**config.mk**
```make
export PLATFORM = sky130hd
export DESIGN_NAME = player_step_ctrl
export DESIGN_NICKNAME = d
export VERILOG_FILES = /design/src/rtl/player_step_ctrl.sv
export SDC_FILE = /design/constraint.sdc
export NUM_CORES = 1
export LEC_CHECK = 0
export ABC_AREA = 1
export CORE_MARGIN = 1
export CORE_UTILIZATION = 44
export DETAILED_ROUTE_END_ITERATION = 10
export GPL_TIMING_DRIVEN = 0
export PLACE_DENSITY = 0.82
export SYNTH_ARGS = -nofsm -noshare
export SYNTH_HDL_FRONTEND = slang
export SYNTH_SLANG_ARGS = --single-unit
```
**constraint.sdc**
```tcl
create_clock -name clkin -period 2.4 [get_ports clkin]
set_input_delay 0.48 -clock clkin [delete_from_list [all_inputs] [get_ports clkin]]
set_output_delay 0.48 -clock clkin [all_outputs]
set_load 0.01 [all_outputs]
```
**src/rtl/player_step_ctrl.sv**
```systemverilog
// Frame-rate player motion controller: one turn or one collision-checked grid step per frame tick.
// Optional STEP_STATS_EN adds a saturating blocked-step counter output.
module player_step_ctrl #(
  parameter int unsigned MAP_W     = 16,
  parameter int unsigned MAP_H     = 16,
  parameter int unsigned COORD_W   = 4,
  parameter int unsigned START_X   = 1,
  parameter int unsigned START_Y   = 1,
  parameter int unsigned START_DIR = 0
) (
  input  logic               clkin,
  input  logic               reset,
  input  logic               frame_clk,
  input  logic               btn_left,
  input  logic               btn_right,
  input  logic               btn_fwd,
  input  logic               btn_back,
  output logic               map_req,
  output logic [COORD_W-1:0] map_x,
  output logic [COORD_W-1:0] map_y,
  input  logic               map_ack,
  input  logic               map_wall,
  output logic [COORD_W-1:0] pos_x,
  output logic [COORD_W-1:0] pos_y,
  output logic [1:0]         heading,
  output logic               moved,
  output logic               busy
`ifdef STEP_STATS_EN
  ,
  output logic [7:0]         blocked_cnt
`endif
);

  typedef enum logic [0:0] {StIdle, StLookup} state_e;

  localparam logic [COORD_W:0] MapWLim = (COORD_W+1)'(MAP_W);
  localparam logic [COORD_W:0] MapHLim = (COORD_W+1)'(MAP_H);
  localparam logic [COORD_W:0] One     = (COORD_W+1)'(1);

  state_e             state_q, state_d;
  logic               frame_prev_q;
  logic [COORD_W-1:0] pos_x_q, pos_x_d, pos_y_q, pos_y_d;
  logic [COORD_W-1:0] map_x_q, map_x_d, map_y_q, map_y_d;
  logic [1:0]         heading_q, heading_d;
  logic               map_req_q, map_req_d, moved_q, moved_d, busy_q, busy_d;

  logic               tick;
  logic [1:0]         step_dir;
  logic [COORD_W:0]   tgt_x, tgt_y;
  logic               oob;

  assign tick     = frame_clk & ~frame_prev_q;
  // Back steps walk the opposite heading; fwd wins when both are pressed.
  assign step_dir = btn_fwd ? heading_q : heading_q + 2'd2;

  // Target is one bit wider so underflow shows up in the top bit.
  always_comb begin
    tgt_x = {1'b0, pos_x_q};
    tgt_y = {1'b0, pos_y_q};
    unique case (step_dir)
      2'd0: tgt_y = tgt_y - One;
      2'd1: tgt_x = tgt_x + One;
      2'd2: tgt_y = tgt_y + One;
      2'd3: tgt_x = tgt_x - One;
      default: ;
    endcase
    oob = tgt_x[COORD_W] | tgt_y[COORD_W] | (tgt_x >= MapWLim) | (tgt_y >= MapHLim);
  end

  always_comb begin
    state_d   = state_q;
    pos_x_d   = pos_x_q;
    pos_y_d   = pos_y_q;
    map_x_d   = map_x_q;
    map_y_d   = map_y_q;
    heading_d = heading_q;
    map_req_d = map_req_q;
    busy_d    = busy_q;
    moved_d   = 1'b0;
    unique case (state_q)
      StIdle: begin
        if (tick) begin
          if (btn_left) begin
            heading_d = heading_q - 2'd1;
          end else if (btn_right) begin
            heading_d = heading_q + 2'd1;
          end else if ((btn_fwd | btn_back) && !oob) begin
            map_x_d   = tgt_x[COORD_W-1:0];
            map_y_d   = tgt_y[COORD_W-1:0];
            map_req_d = 1'b1;
            busy_d    = 1'b1;
            state_d   = StLookup;
          end
        end
      end
      StLookup: begin
        if (map_ack) begin
          map_req_d = 1'b0;
          busy_d    = 1'b0;
          state_d   = StIdle;
          if (!map_wall) begin
            pos_x_d = map_x_q;
            pos_y_d = map_y_q;
            moved_d = 1'b1;
          end
        end
      end
      default: state_d = StIdle;
    endcase
  end

  always_ff @(posedge clkin) begin
    if (reset) begin
      state_q      <= StIdle;
      frame_prev_q <= 1'b1;
      pos_x_q      <= COORD_W'(START_X);
      pos_y_q      <= COORD_W'(START_Y);
      heading_q    <= 2'(START_DIR);
      map_x_q      <= '0;
      map_y_q      <= '0;
      map_req_q    <= 1'b0;
      moved_q      <= 1'b0;
      busy_q       <= 1'b0;
    end else begin
      state_q      <= state_d;
      frame_prev_q <= frame_clk;
      pos_x_q      <= pos_x_d;
      pos_y_q      <= pos_y_d;
      heading_q    <= heading_d;
      map_x_q      <= map_x_d;
      map_y_q      <= map_y_d;
      map_req_q    <= map_req_d;
      moved_q      <= moved_d;
      busy_q       <= busy_d;
    end
  end

  assign map_req = map_req_q;
  assign map_x   = map_x_q;
  assign map_y   = map_y_q;
  assign pos_x   = pos_x_q;
  assign pos_y   = pos_y_q;
  assign heading = heading_q;
  assign moved   = moved_q;
  assign busy    = busy_q;

`ifdef STEP_STATS_EN
  logic [7:0] blocked_cnt_q, blocked_cnt_d;
  logic       blocked;

  assign blocked = ((state_q == StIdle) && tick && !btn_left && !btn_right &&
                    (btn_fwd || btn_back) && oob) ||
                   ((state_q == StLookup) && map_ack && map_wall);

  always_comb begin
    blocked_cnt_d = blocked_cnt_q;
    if (blocked && (blocked_cnt_q != 8'hff)) blocked_cnt_d = blocked_cnt_q + 8'd1;
  end

  always_ff @(posedge clkin) begin
    if (reset) blocked_cnt_q <= 8'd0;
    else       blocked_cnt_q <= blocked_cnt_d;
  end

  assign blocked_cnt = blocked_cnt_q;
`endif

endmodule

```
==> results of run 1 <==
-- flip-flops by register name, summed over array words and instances (netlist names) --
register,cells
busy,1
state_q,1
pos_x,4
frame_prev_q,1
map_x,4
heading,2
moved,1
map_y,4
pos_y,4
-- cells in the mapped netlist (all sizes together) --
cell	count	area share
nand2	41	0.13
inv	33	0.096
dfxtp	22	0.34
nor2	18	0.070
a21oi	15	0.067
o21ai	14	0.054
xor2	5	0.034
ha	4	0.039
nand3	4	0.019
buf	3	0.021
clkbuf	3	0.0087
nand4	3	0.031
o21bai	3	0.026
o211ai	2	0.012
or2	2	0.0097
fa	1	0.015
nor3	1	0.013
nor4	1	0.0048
o22ai	1	0.0048
xnor2	1	0.0068
-- per-layer routing --
layer	wire, um	track usage	vias to the layer above
met1	1440	0.288	570
met2	1390	0.327	38
met5	0	0	-
li1	-	-	638
met3	144	0.0279	11
met4	88	0.0941	0
-- power groups by stage --
stage | logic, mW | registers (mW) | clock network (mW)
floorplan | 0.0661 | 0.384 | 0
global placement | 0.104 | 0.382 | 0
detailed placement | 0.105 | 0.382 | 0
CTS | 0.114 | 0.374 | 0.207
global route | 0.138 | 0.375 | 0.219
finish | 0.125 | 0.374 | 0.207
-- per-stage QoR --
stage | util | area, um^2 | TNS, ps
floorplan | - | 1290 | 0
global placement | 0.583 | 1620 | -5530
detailed placement | 0.583 | 1620 | -5700
CTS | 0.624 | 1740 | 0
global route | 0.637 | 1770 | 0
finish | 0.637 | 1770 | 0
-- area by class of cell --
| cell class | count | share of cell area |
|---|---|---|
| clock buffers | 4 | 0.0205 |
| inverters | 33 | 0.0700 |
| well taps | 31 | 0.0219 |
| multi-input cells | 116 | 0.403 |
| plain buffers | 6 | 0.0219 |
| repair buffers | 37 | 0.213 |
| flip-flops and latches | 22 | 0.249 |
-- worst paths after layout --
kind	startpoint	end	slack, ps	depth (start not counted)
worst max-delay path	heading[1]	map_x[3]	200	17
worst min-delay path	heading[1]	heading[1]	460	1
worst max register to register	heading[1]	map_x[3]	200	17
worst min register to register	heading[1]	heading[1]	460	1
-- repair_timing --
action,4_1_cts,5_1_grt
pin swaps,5,8
endpoints found under the setup margin,10,8
gates resized for setup,7,6
cloned,1,0
buffers inserted,4,3
-- critical path: cells and delay by family (launching register included) --
family          cells  cell delay [ps]
compound gates      2              200
xor+xnor            1              150
fa+ha+maj           1              270
buf+inv             5              380
flops               1              360
simple gates        8              770
-- cells by family (layout without fill, tap and decap cells) --
kind of cell,count (synthesis),in the layout,synth area share
fa+ha+maj,5,5,0.0542
flops,22,22,0.340
simple gates,70,70,0.276
buf+inv,39,80,0.126
compound gates,35,35,0.163
xor+xnor,6,6,0.0406
==> metrics.cfg, run 1 <==
[detailed_routing]
viasPerCell = 5.05
wl_per_cell_um = 12.3
totalWireLength_um = 3060
drtIter0Drc = 45
drt_pass1_iterations = 4
ant_nets = 0
drc_errors = 0
dr_total_vias = 1257

[logic_synthesis]
netlist_area_um2 = 1290
synth_seq_cells = 22
synth_fp_nets = 191
syn_inst = 177
avgSynthCellArea_um2 = 7.31
yosysSeqAreaShare = 0.340
synth_cell_types = 30
yosys_warnings = 0

[floorplan]
fp.dieW_um = 56.2
core_area_um2 = 2780
num_rows = 19
io_pins = 30
dieArea_um2 = 3160
start_util = 0.465
die_h_um = 56.2

[placement]
portBuffers = 29
post-place-ws_ps = -607
globalplace.congestion = 0.817
hpwl_um = 2040
dp.cells = 237

[global_routing]
grt_pass1_wl_um = 5200
grtUsageTotal = 0.210
grt_max_degree = 13
grt-ovfl-total = 0
antenna_found_initial = 0
grt_pass1_vias = 1145

[setup_path]
crit_path_cell_trace = inv_1 > nand2_1 > nand2_2 > inv_2 > nor2_4 > inv_2 > ha_4 > inv_2 > o21ai_2 > a21oi_2 > xor2_1 > nand2_1 > nand4_4 > buf_6 > nand2_1 > nand2_1 > nor2_2
cp-start-kind = flip-flop
required_ps = 2650
cp_data_arrival_time_ps = 2450
critical_path_class = reg -> reg
critPathMaxStageDelay_ps = 360
cpMaxStageDelayCell = dfxtp_2
critPathMostFrequentCell = nand2_1
cp-end-kind = flip-flop
crit_fanout = 5

[cells_and_area]
area_growth_pct = 36.8
final_nets = 233
final-seq-area_um2 = 442
layout.cells.non_filler = 249
final_common_cell = nand2_1
multi_input_comb_area_um2 = 713
layout_common_cells = 36 x nand2_1, 28 x clkdlybuf4s50_1, 27 x inv_1, 21 x dfxtp_1, 13 x o21ai_0
nFillCells = 239
layout-drive-gt1-share = 0.229
insertedDiodeCount = 0

[sta]
period_share = 0.915
finalClockSkew_ps = 6.79
fmax_ghz = 0.455
finalCriticalPeriod_ps = 2200
worstMarginPinSlew_ps = 520
slew_viol_final = 0
rsz0062_at_grt = false
hold_slack_ps = 462
slew_headroom = 0.652
setup_violations = 0
setup_ws_ps = 203
hold_violations = 0

[power_and_ir_drop]
p_comb_frac = 0.177
p_int_mw = 0.522
powerDensity_nw_per_um2 = 399
p_sw_mw = 0.184
pwr-share-clk = 0.293
ir_worst_vdd_uv = 432
p_seq_frac = 0.530
p_sw_frac = 0.261
p_leak_nw = 0.782
p_total_mw = 0.706

[clock_tree]
root_buffer = clkbuf_4
cts_made_buffers = 3
cts_htree_levels = 1
cts_buffer_depth = 2
cts_tree = done
clk_latency_ps = 310
cts_sinks = 22
clk_pin_slew_ps = 120
ctsHoldBuffers = 0

[min_path]
holdCritPathClass = reg -> reg

[run_status]
status = finished clean

[run]
cap_violations = 0

Power figures use the tool's default switching activity.
==> run 2: changes to the inputs <==
SLEW_MARGIN = 10   (was not set)
==> results of run 2 <==
The final DEF is identical to that of run 1; final timing and power are the same.
